`src/rtl/vote_pkg.sv`:
```
// Shared definitions for the vote_tally block.
//   state_t   : control states of the tally FSM
//   sel_width : candidate-index width that stays >= 1 even for tiny counts
package vote_pkg;

    typedef enum logic [1:0] {
        ARMED        = 2'd0,
        WAIT_RELEASE = 2'd1,
        RESULT       = 2'd2
    } state_t;

    function automatic int sel_width(input int n);
        return (n > 1) ? $clog2(n) : 1;
    endfunction

endpackage

```
`src/rtl/vote_leader_sel.sv`:
```
// Argmax over NUM_CAND packed counters, lowest index wins on ties.
// Ports:
//   counts : NUM_CAND*CNT_W packed counter values, candidate i at [i*CNT_W +: CNT_W]
//   leader : index of the largest counter (0 when all counters are equal)
module vote_leader_sel
    import vote_pkg::*;
#(
    parameter int NUM_CAND = 4,
    parameter int CNT_W    = 8,
    parameter int SEL_W    = sel_width(NUM_CAND)
) (
    input  logic [NUM_CAND*CNT_W-1:0] counts,
    output logic [SEL_W-1:0]          leader
);

    logic [CNT_W-1:0] best;

    // Linear chain; a strict '>' keeps the earlier (lower) index on ties.
    always_comb begin
        best   = counts[CNT_W-1:0];
        leader = '0;
        for (int unsigned i = 1; i < NUM_CAND; i++) begin
            if (counts[i*CNT_W +: CNT_W] > best) begin
                best   = counts[i*CNT_W +: CNT_W];
                leader = SEL_W'(i);
            end
        end
    end

endmodule

```
`src/rtl/vote_tally.sv`:
```
// Saturating per-candidate vote counter with single-choice enforcement and
// result-mode gated readout.
// Ports:
//   clk, reset    : rising-edge clock, synchronous active-high reset
//   mode          : 0 = voting, 1 = result
//   vote_valid    : one level bit per candidate button
//   rd_sel        : candidate index for readout
//   rd_count      : registered count of rd_sel (0 outside result mode / out of range)
//   total_votes   : registered sum of accepted votes (0 outside result mode)
//   leader_idx    : registered argmax of the counters, lowest index on tie
//   leader_valid  : result mode and total non-zero
//   vote_accept   : one-cycle pulse, vote counted
//   vote_reject   : one-cycle pulse, press ignored
//   sat_flag      : sticky per-candidate saturation flags
module vote_tally
    import vote_pkg::*;
#(
    parameter int NUM_CAND = 4,
    parameter int CNT_W    = 8,
    parameter int SEL_W    = sel_width(NUM_CAND),
    parameter int TOT_W    = CNT_W + SEL_W
) (
    input  logic                clk,
    input  logic                reset,
    input  logic                mode,
    input  logic [NUM_CAND-1:0] vote_valid,
    input  logic [SEL_W-1:0]    rd_sel,
    output logic [CNT_W-1:0]    rd_count,
    output logic [TOT_W-1:0]    total_votes,
    output logic [SEL_W-1:0]    leader_idx,
    output logic                leader_valid,
    output logic                vote_accept,
    output logic                vote_reject,
    output logic [NUM_CAND-1:0] sat_flag
);

    localparam logic [CNT_W-1:0] CNT_MAX  = '1;
    localparam logic [CNT_W-1:0] CNT_NEAR = CNT_MAX - CNT_W'(1);

    state_t                    state, state_next;
    logic [CNT_W-1:0]          count [NUM_CAND];
    logic [TOT_W-1:0]          total;
    logic [NUM_CAND*CNT_W-1:0] count_flat;
    logic [SEL_W-1:0]          leader_comb;
    logic [SEL_W-1:0]          hit_idx;
    logic [CNT_W-1:0]          rd_val;
    logic                      press_eval;
    logic                      hit_sat;
    logic                      accept_now;
    logic                      reject_now;

    // Only meaningful when exactly one button is pressed.
    always_comb begin
        hit_idx = '0;
        for (int unsigned i = 0; i < NUM_CAND; i++) begin
            if (vote_valid[i]) hit_idx = SEL_W'(i);
        end
    end

    assign press_eval = (state == ARMED) && !mode && (vote_valid != '0);
    assign hit_sat    = (count[hit_idx] == CNT_MAX);
    assign accept_now = press_eval && $onehot(vote_valid) && !hit_sat;
    assign reject_now = press_eval && !accept_now;

    always_comb begin
        count_flat = '0;
        for (int unsigned i = 0; i < NUM_CAND; i++) begin
            count_flat[i*CNT_W +: CNT_W] = count[i];
        end
    end

    always_comb begin
        rd_val = '0;
        if (32'(rd_sel) < 32'(NUM_CAND)) rd_val = count[rd_sel];
    end

    vote_leader_sel #(
        .NUM_CAND (NUM_CAND),
        .CNT_W    (CNT_W),
        .SEL_W    (SEL_W)
    ) u_leader (
        .counts (count_flat),
        .leader (leader_comb)
    );

    // Leaving RESULT goes through WAIT_RELEASE so buttons held across the
    // mode change are never counted.
    always_comb begin
        state_next = state;
        case (state)
            ARMED: begin
                if (mode)                    state_next = RESULT;
                else if (vote_valid != '0)   state_next = WAIT_RELEASE;
            end
            WAIT_RELEASE: begin
                if (mode)                    state_next = RESULT;
                else if (vote_valid == '0)   state_next = ARMED;
            end
            RESULT: begin
                if (!mode)                   state_next = WAIT_RELEASE;
            end
            default:                         state_next = ARMED;
        endcase
    end

    always_ff @(posedge clk) begin
        if (reset) state <= ARMED;
        else       state <= state_next;
    end

    // Result outputs are gated by the mode sampled at the same edge, so they
    // unmask/mask exactly one cycle after mode changes.
    always_ff @(posedge clk) begin
        if (reset) begin
            for (int unsigned i = 0; i < NUM_CAND; i++) count[i] <= '0;
            total        <= '0;
            sat_flag     <= '0;
            vote_accept  <= 1'b0;
            vote_reject  <= 1'b0;
            rd_count     <= '0;
            total_votes  <= '0;
            leader_idx   <= '0;
            leader_valid <= 1'b0;
        end else begin
            vote_accept <= accept_now;
            vote_reject <= reject_now;
            if (accept_now) begin
                count[hit_idx] <= count[hit_idx] + CNT_W'(1);
                total          <= total + TOT_W'(1);
                if (count[hit_idx] == CNT_NEAR) sat_flag[hit_idx] <= 1'b1;
            end
            rd_count     <= mode ? rd_val : '0;
            total_votes  <= mode ? total : '0;
            leader_valid <= mode && (total != '0);
            leader_idx   <= leader_comb;
        end
    end

endmodule
```
`config.mk`:
```
export PLATFORM = sky130hd
export DESIGN_NAME = vote_tally
export DESIGN_NICKNAME = d
export VERILOG_FILES = /design/src/rtl/vote_pkg.sv /design/src/rtl/vote_leader_sel.sv /design/src/rtl/vote_tally.sv
export SDC_FILE = /design/constraint.sdc
export NUM_CORES = 1
export LEC_CHECK = 0
export BUFFER_PORTS_ARGS = -buffer_cell sky130_fd_sc_hd__buf_2
export CORE_MARGIN = 4
export CORE_UTILIZATION = 50
export CTS_BUF_LIST = sky130_fd_sc_hd__clkbuf_4
export DETAILED_ROUTE_END_ITERATION = 6
export MAX_ROUTING_LAYER = met4
export PLACE_DENSITY_LB_ADDON = 0.08
export SLEW_MARGIN = 20
export SYNTH_ARGS = -nofsm -noshare
export SYNTH_HDL_FRONTEND = slang
export SYNTH_SLANG_ARGS = --single-unit
export TNS_END_PERCENT = 10
```
`constraint.sdc`:
```
create_clock -name clk -period 11.1 [get_ports clk]
set_clock_uncertainty 0.2 [all_clocks]
set_input_delay 0.555 -clock clk [delete_from_list [all_inputs] [get_ports clk]]
set_output_delay 0.555 -clock clk [all_outputs]
set_load 0.03 [all_outputs]
```
==> summary.log, run 1 <==
qor: critical_path.crit_start count[0][1]
qor: critical_path.buffering_stage_count_on_the_worst_path_with_inverters_included 1
qor: route.antenna_violating_nets_post_route 0
qor: die.chipWidth 99.2 µm
qor: clock_tree.clk_pin_slew 0.14 ns
qor: sta.max-slew-margin-rel 31.0%
qor: global_routing.grt_start_max_net_pins 29
qor: worst_hold_path.hold_path.startpoint mode
qor: synthesis.netlist-cell-type-count 52
qor: critical_path.crit_fanout 11
qor: die.io_pins 36
qor: clock_tree.cts_setup_buffers 0
qor: sta.max_freq 178 MHz
qor: critical_path.worst-endpoint-arrival 5.70 ns
qor: final_layout.area.sequential 1740 µm²
qor: die.dieArea 9840 µm²
qor: synthesis.post_synth_xor_area_fraction 1.26%
qor: synthesis.post_synthesis_register_bit_count 71
qor: synthesis.synth_flop_cell sky130_fd_sc_hd__dfxtp_1
qor: synthesis.synth-seq-area-share 41.9%
qor: route.wire_per_inst 18.8 µm
qor: clock_tree.cts_tree built
qor: synthesis.yosysWarningCount 0
qor: global_routing.grt_util_all_layers 22.7%
qor: clock_tree.cts-buffers-inserted 9
qor: worst_hold_path.hold-path-endpoint state[0]
qor: final_layout.multi_input_gate_area_in_the_final_layout 2210 µm²
qor: clock_tree.clk-insertion-delay-late 0.42 ns
qor: final_layout.postLayoutCoreUtil 57.1%
qor: global_routing.globalRouteOverflowTotal 0
qor: place.dpl.hpwl 7900 µm
qor: clock_tree.ctsResizeCount 0
qor: synthesis.async_reset_ff_share 0%
qor: critical_path.critical_path_start_type register
qor: critical_path.reg2reg_from count[0][1]
qor: power_and_ir_drop.power.leakage 1.83 nW
qor: route.1st_iter_drt_viols 170
qor: synthesis.yosys.area_share.simple 20.2%
qor: place.io_buffer_count 35
qor: final_layout.drive_gt1_share 15.0%
qor: critical_path.ff2ff_path_depth 22
qor: power_and_ir_drop.power-per-cell-area 128 nW/µm²
qor: place.gpl.final_weighted_congestion 0.925
qor: synthesis.synth.most_common_cell sky130_fd_sc_hd__dfxtp_1
qor: clock_tree.cts.hold.buffers_added 0
qor: clock_tree.root_buffer sky130_fd_sc_hd__clkbuf_4
qor: critical_path.worst-setup-path-type register to register
qor: critical_path.setup.worst_path.end_class register
qor: die.core 7890 µm²
qor: synthesis.yosys.area_share.adder 9.81%
qor: synthesis.mappedNetlistNets 466
qor: route.routed_via_density 5.95
qor: sta.grt_setup_unrepaired false
qor: global_routing.vias_in_the_first_global_route 3178
qor: critical_path.timing.critical_path.slowest_stage_cell sky130_fd_sc_hd__o22ai_1
qor: sta.min_period 5.62 ns
qor: die.core.rowCount 32
qor: critical_path.critPathMostFrequentCell sky130_fd_sc_hd__o21a_1
qor: synthesis.synth_area_per_cell 9.78 µm²
qor: synthesis.area_share_of_the_largest_cell_type_after_synthesis 23.1%
qor: worst_hold_path.min-delay-path-class input pin to register
qor: sta.worst_pin_slew 1.03 ns
qor: final_layout.nNetsFinal 489
qor: synthesis.synth_compound_gate_area_share 16.1%
qor: critical_path.worstPathRequired 11.17 ns
qor: route.vias 3305
qor: sta.report.final.slew_viol_count 0
qor: critical_path.worst_r2r_endpoint leader_idx[1]
qor: route.detail_route.first_pass.iterations 5
qor: final_layout.layout-area-overhead-vs-synth 8.40%
qor: die.die_y 99.2 µm
qor: critical_path.path_delay_family compound AO/OA/AOI/OAI gates
qor: global_routing.antenna_found_initial 0
qor: die.initial_utilization 52.7%
qor: sta.report.final.hold_viol_count 0
qor: synthesis.commonest_cells_post_synth sky130_fd_sc_hd__dfxtp_1 (39), sky130_fd_sc_hd__edfxtp_1 (32), sky130_fd_sc_hd__ha_1 (31), sky130_fd_sc_hd__nor3_1 (31), sky130_fd_sc_hd__nor2_1 (30)
qor: synthesis.synth_mux_area_share 5.60%
qor: synthesis.combinational_family_with_the_most_area_after_synthesis simple AND/OR/NAND/NOR gates
qor: worst_hold_path.holdPathStages 2
qor: route.route.final.wire_length 10400 µm
qor: synthesis.number_of_enable_type_register_cells_in_the_synthesized_netlist 32
qor: clock_tree.h-tree-depth 3
qor: run.drv_cap 0
qor: route.post-route-drc-count 0
qor: power_and_ir_drop.irDropWorstVdd 66.6 µV
qor: sta.timing.final.crit_share 50.7%
qor: final_layout.fill_count 705
qor: sta.setup-violations-final 0
qor: final_layout.insertedDiodeCount 0
qor: synthesis.synth_area_leader_cell sky130_fd_sc_hd__edfxtp_1
qor: sta.tns 0 ns
qor: synthesis.netlist_top_cells_area sky130_fd_sc_hd__edfxtp_1 (23%), sky130_fd_sc_hd__dfxtp_1 (19%), sky130_fd_sc_hd__ha_1 (9.3%), sky130_fd_sc_hd__mux4_2 (4.3%), sky130_fd_sc_hd__nor3_1 (3.7%)
qor: status.run_status complete, no violations
qor: synthesis.synth.cell_area 4160 µm²
qor: critical_path.critical-path-max-stage-delay 0.57 ns
qor: clock_tree.clock_tree.buffer_depth 2
qor: clock_tree.clock-sinks 71
qor: critical_path.critical_path.cell_chain inv_1 > ha_1 > nor2b_1 > o21a_1 > o21a_1 > o211ai_1 > a21boi_0 > nor2_1 > ha_1 > a21o_1 > a21oi_1 > nor2b_1 > o22ai_1 > nand2_1 > o31ai_1 > ha_1 > nor2b_1 > o21a_1 > o21a_1 > o21a_1 > o21ai_0 > a21oi_1
qor: synthesis.netlist_instances 425
qor: global_routing.grt_first_pass_wirelength 16800 µm
qor: critical_path.worst-r2r-setup-slack 5.48 ns
through the flow:
| stage | instances | area, µm² | worst slack (ns) | hold WS (ns) | power, mW |
|---|---|---|---|---|---|
| after floorplan | 425 | 4160 | 6.46 | 0.229 | 0.378 |
| after global placement | 539 | 4360 | 5.43 | 0.247 | 0.406 |
| after detailed placement | 539 | 4360 | 5.31 | 0.253 | 0.407 |
| final | 555 | 4510 | 5.48 | 0.143 | 0.577 |
| after CTS | 555 | 4500 | 5.25 | 0.117 | 0.580 |
| after global routing | 555 | 4510 | 4.99 | 0.131 | 0.607 |
cells in the final DEF (no fill, tap or decap), drive strengths merged, types with 10 or more instances in the layout:
cell type and instances:
a21oi 16, nor2 30, nand2 17, ha 31
nor2b 12, o21ai 12, o31ai 15, a21o 13
inv 32, or3 11, buf 36, dfxtp 39
edfxtp 32, and2 18, nor3 32, clkbuf 10
o21a 10
worst register-to-register path: stages (launching register included):
cell and delay (ns):
sky130_fd_sc_hd__edfxtp_1 0.46, sky130_fd_sc_hd__inv_1 0.10, sky130_fd_sc_hd__ha_1 0.23, sky130_fd_sc_hd__nor2b_1 0.13, sky130_fd_sc_hd__o21a_1 0.16, sky130_fd_sc_hd__o21a_1 0.18, sky130_fd_sc_hd__o211ai_1 0.42, sky130_fd_sc_hd__a21boi_0 0.26
sky130_fd_sc_hd__nor2_1 0.20, sky130_fd_sc_hd__ha_1 0.27, sky130_fd_sc_hd__a21o_1 0.18, sky130_fd_sc_hd__a21oi_1 0.13, sky130_fd_sc_hd__nor2b_1 0.06, sky130_fd_sc_hd__o22ai_1 0.57, sky130_fd_sc_hd__nand2_1 0.32, sky130_fd_sc_hd__o31ai_1 0.38
sky130_fd_sc_hd__ha_1 0.30, sky130_fd_sc_hd__nor2b_1 0.13, sky130_fd_sc_hd__o21a_1 0.17, sky130_fd_sc_hd__o21a_1 0.16, sky130_fd_sc_hd__o21a_1 0.15, sky130_fd_sc_hd__o21ai_0 0.21, sky130_fd_sc_hd__a21oi_1 0.11
flip-flops by register name, indices dropped and copies added (netlist names):
register / cells
leader_idx: 2
vote_accept: 1
vote_reject: 1
sat_flag: 4
total: 10
total_votes: 10
rd_count: 8
state: 2
leader_valid: 1
count: 32
where the power goes:
part	internal, mW	total [mW]	switching, mW
Sequential	0.283	0.292	0.00938
Combinational	0.0430	0.110	0.0670
Clock	0.0729	0.175	0.102
Total	0.399	0.577	0.178
routing by layer:
metal / vias to the layer above / wire length [µm] / global-route usage (%) / part of all wire, %
li1: 1598 / - / - / -
met2: 119 / 4790 / 34.5 / 46
met1: 1579 / 4820 / 31.7 / 46
met5: - / 0 / - / 0
met3: 9 / 697 / 4.14 / 6.7
met4: 0 / 114 / 5.46 / 1.1
cells by family after synthesis:
| kind of cell | after synthesis |
|---|---|
| mux | 13 |
| flops | 71 |
| simple gates | 155 |
| compound gates | 96 |
| xor+xnor | 6 |
| buf+inv | 52 |
| fa+ha+maj | 32 |
cell type report:
| class | count | share of cell area, % |
|---|---|---|
| Inverter | 28 | 2.33 |
| Multi-Input combinational cell | 302 | 49.0 |
| Sequential cell | 71 | 38.7 |
| Tap cell | 102 | 2.83 |
| Clock buffer | 10 | 1.67 |
| Timing Repair Buffer | 36 | 4.05 |
| Clock inverter | 6 | 1.44 |
how the worst max path moves through the flow:
stage / to / slack, ns / cells past startpoint
2_1_floorplan: leader_idx[1] / 6.46 / 24
3_3_place_gp: leader_idx[1] / 5.43 / 21
3_5_place_dp: leader_idx[1] / 5.31 / 22
4_1_cts: leader_idx[1] / 5.25 / 22
5_1_grt: leader_idx[1] / 4.99 / 22
6_report: leader_idx[1] / 5.48 / 22
Note: power is estimated with default switching activity, not from simulation.
==> run 2, diff against run 1 <==
ABC_AREA = 1   (was unset)
clock period = 5.75 ns   (was 11.1 ns; I/O delays follow)
==> run 2 against run 1 <==
  * Design area is 0.33% lower
  * Critical endpoint is now leader_idx[0]
  * First-iteration DRC count is 8.8% higher
  * Critical path type unchanged
  * Final cell count is 18% higher
==> summary.log, run 2 <==
qor: final_layout.largest-register count
qor: sta.max_freq 229 MHz [+29%]
qor: die.io_pins 36 [unchanged]
qor: sta.grt_setup_unrepaired false
qor: synthesis.netlist-cell-type-count 34 [-35%]
qor: final_layout.reg_top3 count x32, total x10, total_votes x10
qor: clock_tree.clock-sinks 71 [unchanged]
qor: die.die_y 98.7 µm [-0.46%]
qor: die.initial_utilization 52.4% [-0.26 points]
qor: clock_tree.cts_tree built
qor: place.dpl.hpwl 8250 µm [+4.4%]
qor: die.core 7850 µm² [-0.51%]
qor: worst_hold_path.holdPathStages 2 [unchanged]
qor: synthesis.synth_flop_cell sky130_fd_sc_hd__dfxtp_1
qor: route.1st_iter_drt_viols 185 [+8.8%]
qor: final_layout.max_ffs_per_register 32 [unchanged]
qor: worst_hold_path.min-delay-path-class input pin to register
qor: run.drv_cap 0 [unchanged]
qor: synthesis.yosysWarningCount 0 [unchanged]
qor: clock_tree.h-tree-depth 3 [unchanged]
qor: global_routing.globalRouteOverflowTotal 0 [unchanged]
qor: synthesis.synth.most_common_cell sky130_fd_sc_hd__nand2_1
qor: clock_tree.clock_tree.buffer_depth 2 [unchanged]
qor: sta.report.final.slew_viol_count 0 [unchanged]
qor: synthesis.synth-seq-area-share 42.3% [+0.42 points]
qor: clock_tree.ctsResizeCount 0 [unchanged]
qor: global_routing.grt_start_max_net_pins 27 [-6.9%]
qor: place.postPlaceCellArea 4350 µm² [-0.17%]
qor: worst_hold_path.hold_path.startpoint reset
qor: synthesis.commonest_cells_post_synth sky130_fd_sc_hd__nand2_1 (76), sky130_fd_sc_hd__nor2_1 (73), sky130_fd_sc_hd__inv_1 (59), sky130_fd_sc_hd__nand3_1 (44), sky130_fd_sc_hd__a21oi_1 (43)
qor: global_routing.vias_in_the_first_global_route 3426 [+7.8%]
qor: synthesis.area_share_of_the_largest_cell_type_after_synthesis 23.4% [+0.23 points]
qor: critical_path.setup.worst_path.end_class register
qor: die.core.rowCount 32 [unchanged]
qor: die.dieArea 9750 µm² [-0.92%]
qor: clock_tree.root_buffer sky130_fd_sc_hd__clkbuf_4
qor: power_and_ir_drop.irDropWorstVdd 139 µV [+110%]
qor: final_layout.drive_gt1_share 13.9% [-1.1 points]
qor: sta.max-slew-margin-rel 47.5% [+17 points]
qor: critical_path.worst-setup-path-type register to register
qor: synthesis.netlist_top_cells_area sky130_fd_sc_hd__edfxtp_1 (23%), sky130_fd_sc_hd__dfxtp_1 (19%), sky130_fd_sc_hd__ha_1 (9.4%), sky130_fd_sc_hd__nand2_1 (6.9%), sky130_fd_sc_hd__nor2_1 (6.7%)
qor: synthesis.number_of_enable_type_register_cells_in_the_synthesized_netlist 32 [unchanged]
qor: synthesis.synth_area_leader_cell sky130_fd_sc_hd__edfxtp_1
qor: synthesis.synth_area_per_cell 8.02 µm² [-18%]
qor: sta.worst_pin_slew 0.782 ns [-0.251 ns]
qor: final_layout.nNetsFinal 589 [+20%]
qor: route.post-route-drc-count 0 [unchanged]
qor: synthesis.netlist_instances 513 [+21%]
qor: critical_path.worst-r2r-setup-slack 1.39 ns [-4.09 ns]
qor: clock_tree.cts.hold.buffers_added 1 [+1]
qor: critical_path.worst-endpoint-arrival 4.50 ns [-1.20 ns]
qor: place.dpl.cell_count 638 [+18%]
qor: clock_tree.clk-insertion-delay-late 0.41 ns [about the same]
qor: route.route.final.wire_length 10600 µm [+1.5%]
qor: worst_hold_path.hold-path-endpoint sat_flag[0]
qor: route.detail_route.first_pass.iterations 5 [unchanged]
qor: critical_path.critical_path_start_type register
qor: synthesis.async_reset_ff_share 0% [unchanged]
qor: global_routing.antenna_found_initial 0 [unchanged]
qor: final_layout.layout_commonest_cell sky130_fd_sc_hd__nand2_1
qor: route.wire_per_inst 16.1 µm [-14%]
qor: synthesis.synth.cell_area 4120 µm² [-0.99%]
qor: clock_tree.cts-buffers-inserted 9 [unchanged]
qor: place.io_buffer_count 35 [unchanged]
qor: sta.tns 0 ns [unchanged]
qor: route.vias 3533 [+6.9%]
qor: global_routing.grt_util_all_layers 23.4% [+0.66 points]
qor: sta.min_period 4.36 ns [-1.26 ns]
qor: final_layout.fin_area 4490 µm² [-0.33%]
qor: status.run_status complete, no violations
qor: sta.setup-violations-final 0 [unchanged]
qor: synthesis.post_synthesis_register_bit_count 71 [unchanged]
qor: route.antenna_violating_nets_post_route 0 [unchanged]
qor: final_layout.commonest_non_fill_non_tap_cells_in_the_layout sky130_fd_sc_hd__nand2_1 (76), sky130_fd_sc_hd__nor2_1 (73), sky130_fd_sc_hd__inv_1 (59)
qor: sta.report.final.hold_viol_count 0 [unchanged]
qor: die.chipWidth 98.7 µm [-0.46%]
qor: critical_path.worstPathRequired 5.89 ns [-5.28 ns]
qor: place.gpl.final_weighted_congestion 0.979 [+5.8%]
qor: sta.timing.final.crit_share 75.9% [+25 points]
qor: final_layout.layout-area-overhead-vs-synth 9.12%
qor: critical_path.reg2reg_from count[0][1]
qor: critical_path.ff2ff_path_depth 25 [+14%]
qor: synthesis.mappedNetlistNets 554 [+19%]
qor: critical_path.crit_fanout 18 [+7]
qor: clock_tree.cts_setup_buffers 0 [unchanged]
qor: final_layout.finish.cell_count_without_fillers 655 [+18%]
qor: global_routing.grt_first_pass_wirelength 17500 µm [+3.9%]
qor: final_layout.fill_count 782 [+11%]
qor: critical_path.worst_r2r_endpoint leader_idx[0]
qor: route.routed_via_density 5.39 [-9.4%]
qor: power_and_ir_drop.power.leakage 1.99 nW [+9.0%]
qor: power_and_ir_drop.power-per-cell-area 240 nW/µm² [+88%]
qor: final_layout.insertedDiodeCount 0 [unchanged]
qor: clock_tree.clk_pin_slew 0.12 ns [-0.02 ns]
run 2: worst max path at each step:
stage | startpoint | endpoint | slack, ns | cells after the start
after floorplan | count[1][1] | leader_idx[0] | 1.70 | 21
after global placement | count[0][1] | leader_idx[0] | 1.52 | 24
after detailed placement | count[1][7] | leader_idx[0] | 1.42 | 22
after CTS | count[0][1] | leader_idx[0] | 1.37 | 25
after global routing | count[0][7] | leader_idx[1] | 0.78 | 23
final | count[0][1] | leader_idx[0] | 1.39 | 25
run 2: layout make-up:
class	count	area (µm²)	area share, %
clock buffers	9	67.6	1.50
clock inverters	7	62.6	1.39
inverters	67	251	5.60
multi-input cells	362	2050	45.6
flip-flops and latches	71	1740	38.8
well taps	102	128	2.84
repair buffers	37	193	4.29
run 2: critical path: stages (launching register included):
cell and delay (ns):
sky130_fd_sc_hd__edfxtp_1 0.48, sky130_fd_sc_hd__inv_1 0.11, sky130_fd_sc_hd__ha_1 0.24, sky130_fd_sc_hd__a21oi_1 0.14
sky130_fd_sc_hd__o21ai_0 0.09, sky130_fd_sc_hd__nand2_1 0.07, sky130_fd_sc_hd__o211ai_1 0.25, sky130_fd_sc_hd__nand2_1 0.32
sky130_fd_sc_hd__nand2_1 0.11, sky130_fd_sc_hd__and2_1 0.16, sky130_fd_sc_hd__ha_1 0.29, sky130_fd_sc_hd__nand2_1 0.07
sky130_fd_sc_hd__nor2_1 0.15, sky130_fd_sc_hd__nand2_1 0.07, sky130_fd_sc_hd__o211ai_1 0.08, sky130_fd_sc_hd__o21ai_1 0.08
sky130_fd_sc_hd__buf_4 0.19, sky130_fd_sc_hd__nand3_1 0.09, sky130_fd_sc_hd__o21ai_0 0.09, sky130_fd_sc_hd__ha_1 0.32
sky130_fd_sc_hd__nand2_1 0.09, sky130_fd_sc_hd__nor2_1 0.15, sky130_fd_sc_hd__nand2_1 0.08, sky130_fd_sc_hd__o211ai_1 0.09
sky130_fd_sc_hd__o21ai_0 0.13, sky130_fd_sc_hd__a21oi_1 0.15
run 2: kinds of logic after synthesis:
logic type,share of synthesized area (%)
compound gates,10.5
simple gates,26.8
buf+inv,7.94
flops,42.3
xor+xnor,2.55
fa+ha+maj,9.91
run 2: per-layer routing:
layer	GRT usage [%]	share of wire [%]	vias up
met5	-	0	-
met4	4.41	0.86	0
met3	4.60	7.0	8
met2	34.7	44	113
met1	33.5	49	1642
li1	-	-	1770
run 2: metrics by stage:
stage / worst slack [ns] / hold WS, ns / total power [mW] / utilization [%]
after floorplan: 1.70 / 0.233 / 0.721 / -
after global placement: 1.52 / 0.248 / 0.775 / 55.4
after detailed placement: 1.42 / 0.257 / 0.777 / 55.4
after CTS: 1.37 / 0.0642 / 1.09 / 57.2
after global routing: 0.784 / 0.0759 / 1.15 / 57.2
final: 1.39 / 0.0785 / 1.08 / 57.2
run 2: power breakdown:
group	total [mW]	leakage [nW]	internal, mW	switching (mW)
sequential	0.560	0.648	0.545	0.0155
combinational	0.208	1.27	0.0667	0.141
clock	0.311	0.0715	0.130	0.182
total	1.08	1.99	0.741	0.338
==> run 3, diff against run 2 <==
clock period = 4.1 ns   (was 5.75 ns; I/O delays follow)
==> run 3 against run 2 <==
  * Die area unchanged
  * Utilization up 6.0 points
  * Hold slack worse by 0.042 ns
  * Highest routed layer unchanged
  * First-iteration DRC count up 48%
  * Maximum frequency up 8.5%
  * Routed wire length up 4.2%
  * Combinational power up 79%
  * Via count up 6.0%
==> summary.log, run 3 (synthesized netlist as in run 2, its figures left out) <==
qor: die.core 7850 µm² [unchanged]
qor: route.1st_iter_drt_viols 273 [+48%]
qor: global_routing.grt_util_met2 32.8% [-1.9 points]
qor: sta.report.final.hold_viol_count 0 [unchanged]
qor: die.core.rowCount 32 [unchanged]
qor: place.io_buffer_count 35 [unchanged]
qor: place.dpl.cell_count 643 [+0.78%]
qor: final_layout.largest-register count
qor: global_routing.use_met1 32.3% [-1.2 points]
qor: global_routing.globalRouteOverflowTotal 0 [unchanged]
qor: critical_path.worstPathRequired 4.19 ns [-1.70 ns]
qor: sta.setup-violations-final 0 [unchanged]
qor: route.antenna_violating_nets_post_route 0 [unchanged]
qor: place.postPlaceCellArea 4390 µm² [+0.86%]
qor: sta.min_period 4.02 ns [-0.341 ns]
qor: critical_path.crit_fanout 5 [-13]
qor: global_routing.grt_first_pass_wirelength 17100 µm [-2.1%]
qor: place.gpl.final_weighted_congestion 0.949 [-3.1%]
qor: power_and_ir_drop.internal_power 1.16 mW [+56%]
qor: route.wire_per_inst 16.2 µm [+0.55%]
qor: power_and_ir_drop.power.leakage 2.15 nW [+8.2%]
qor: route.post-route-drc-count 0 [unchanged]
qor: final_layout.fin_area 4960 µm² [+11%]
qor: die.initial_utilization 52.4% [unchanged]
qor: status.run_status complete, no violations
qor: final_layout.nNetsFinal 613 [+4.1%]
qor: critical_path.worst-setup-path-type register to register
qor: clock_tree.cts-buffers-inserted 9 [unchanged]
qor: final_layout.drive_gt1_share 26.0% [+12 points]
qor: clock_tree.cts_tree built
qor: clock_tree.clk-insertion-delay-late 0.41 ns [about the same]
qor: global_routing.m3_gr_usage 4.81% [+0.21 points]
qor: final_layout.insertedDiodeCount 0 [unchanged]
qor: die.dieArea 9750 µm² [unchanged]
qor: die.io_pins 36 [unchanged]
qor: final_layout.reg_top3 count x32, total x10, total_votes x10
qor: run.drv_cap 0 [unchanged]
qor: final_layout.fill_count 704 [-10%]
qor: final_layout.max_ffs_per_register 32 [unchanged]
qor: sta.max_freq 249 MHz [+8.5%]
qor: route.vias 3746 [+6.0%]
qor: die.chipWidth 98.7 µm [unchanged]
qor: power_and_ir_drop.power-per-cell-area 337 nW/µm² [+40%]
qor: global_routing.gr-max-usage-layer met2
qor: sta.timing.final.crit_share 98.1% [+22 points]
qor: global_routing.vias_in_the_first_global_route 3341 [-2.5%]
qor: clock_tree.h-tree-depth 3 [unchanged]
qor: critical_path.critical-path-max-stage-delay 0.49 ns [about the same]
qor: power_and_ir_drop.switching_power 0.515 mW [+52%]
qor: place.dpl.hpwl 8190 µm [-0.64%]
qor: power_and_ir_drop.power.share.clock 30.6% [+1.8 points]
qor: sta.worst_pin_slew 0.766 ns [-0.0158 ns]
qor: final_layout.layout-area-overhead-vs-synth 20.6%
qor: critical_path.critical_path.cell_chain ha_4 > nand2_1 > nor2_2 > nand2_1 > o211ai_1 > buf_4 > nand3_2 > and2_4 > ha_4 > nand2_2 > o21ai_1 > nand2_1 > o211ai_1 > o21ai_2 > buf_6 > nand3_1 > o21ai_1 > ha_1 > a21oi_2 > o21ai_2 > nand2_2 > o211ai_1 > o21ai_1 > a21oi_1
qor: critical_path.worst-endpoint-arrival 4.12 ns [-0.38 ns]
qor: clock_tree.clk_pin_slew 0.12 ns [about the same]
qor: power_and_ir_drop.irDropWorstVdd 167 µV [+20%]
qor: worst_hold_path.min-delay-path-class input pin to register
qor: route.route.final.wire_length 11000 µm [+4.2%]
qor: final_layout.area.sequential 1740 µm² [unchanged]
qor: clock_tree.clock-sinks 71 [unchanged]
qor: sta.max-slew-margin-rel 48.8% [+1.3 points]
qor: final_layout.commonest_non_fill_non_tap_cells_in_the_layout sky130_fd_sc_hd__nor2_1 (70), sky130_fd_sc_hd__nand2_1 (63), sky130_fd_sc_hd__inv_1 (55)
qor: route.routed_via_density 5.52 [+2.3%]
qor: power_and_ir_drop.p_comb_share 22.3% [+3.0 points]
qor: die.die_y 98.7 µm [unchanged]
qor: global_routing.grt_start_max_net_pins 27 [unchanged]
qor: global_routing.grt_util_all_layers 22.7% [-0.69 points]
qor: power_and_ir_drop.total_power 1.67 mW [+55%]
qor: critical_path.timing.critical_path.slowest_stage_cell sky130_fd_sc_hd__edfxtp_1
qor: final_layout.multi_input_gate_area_in_the_final_layout 2300 µm² [+13%]
qor: critical_path.critical_path_start_type register
qor: route.detail_route.first_pass.iterations 5 [unchanged]
qor: final_layout.layout_commonest_cell sky130_fd_sc_hd__nor2_1
qor: sta.report.final.slew_viol_count 0 [unchanged]
qor: clock_tree.clock_tree.buffer_depth 2 [unchanged]
qor: clock_tree.root_buffer sky130_fd_sc_hd__clkbuf_4
qor: final_layout.finish.cell_count_without_fillers 679 [+3.7%]
qor: global_routing.antenna_found_initial 0 [unchanged]
qor: critical_path.setup.worst_path.end_class register
qor: power_and_ir_drop.seqPwrFrac 47.1% [-4.8 points]
qor: power_and_ir_drop.sw_frac_of_total 30.8% [-0.53 points]
run 3: cell types whose count changed in the layout (fill, tap and decap cells not counted), sizes merged:
cell | previous run | this run
buf | 36 | 59
inv | 69 | 67
bufinv | 1 | 2
clkbuf | 9 | 10
dlygate4sd3 | 1 | 2
run 3: worst paths after layout:
kind                                   from             to  slack [ns]  cells past startpoint
worst max-delay path            count[1][5]  leader_idx[0]        0.08                     24
worst min-delay path              rd_sel[1]    rd_count[4]        0.04                      3
worst max register to register  count[1][5]  leader_idx[0]        0.08                     24
worst min register to register     state[0]       state[1]        0.26                      1
run 3: layer usage:
layer | share of wire [%] | routed length, µm | up-vias
met5 | 0 | 0 | -
met4 | 2.2 | 240 | 0
met3 | 7.9 | 868 | 25
met2 | 45 | 4960 | 140
met1 | 45 | 4950 | 1760
li1 | - | - | 1821
run 3: cell type report:
cell class                 count  share of cell area, %
clock inverter                 6                   1.71
timing repair buffer          61                   7.66
sequential                    71                   35.1
clock buffer                  10                   1.51
inverter                      67                   5.07
multi-input combinational    362                   46.4
tap                          102                   2.57
run 3: per-stage QoR:
step                      setup slack [ns]  hold slack, ns  utilization, %  setup TNS [ns]
after CTS                           0.0358         0.00370            58.2               0
after floorplan                     0.0505           0.190               -               0
after global routing                -0.152          0.0364            63.3          -0.295
after global placement              0.0981           0.249            55.9               0
final                               0.0778          0.0362            63.3               0
after detailed placement            0.0603           0.253            55.9               0
run 3: what timing repair did:
item                                    in CTS  in global routing
hold buffers                                 2                  0
hold endpoints to repair                     8                  0
endpoints found under the setup margin       0                  2
buffers inserted                             0                 16
gates resized for setup                      0                 67
run 3: power groups by stage:
stage	combinational, mW	clock, mW	sequential (mW)
global route	0.414	0.556	0.788
finish	0.373	0.512	0.787
detailed placement	0.296	0	0.800
floorplan	0.202	0	0.809
global placement	0.290	0	0.800
CTS	0.299	0.519	0.784
run 3: critical path: cells and delay by family (launching register included):
family	cells	cell delay, ns
flip-flops	1	0.49
AND/OR/NAND/NOR	9	0.84
adder cells (fa/ha/maj)	3	0.91
buffers and inverters	2	0.39
AO/OA/AOI/OAI	10	1.06
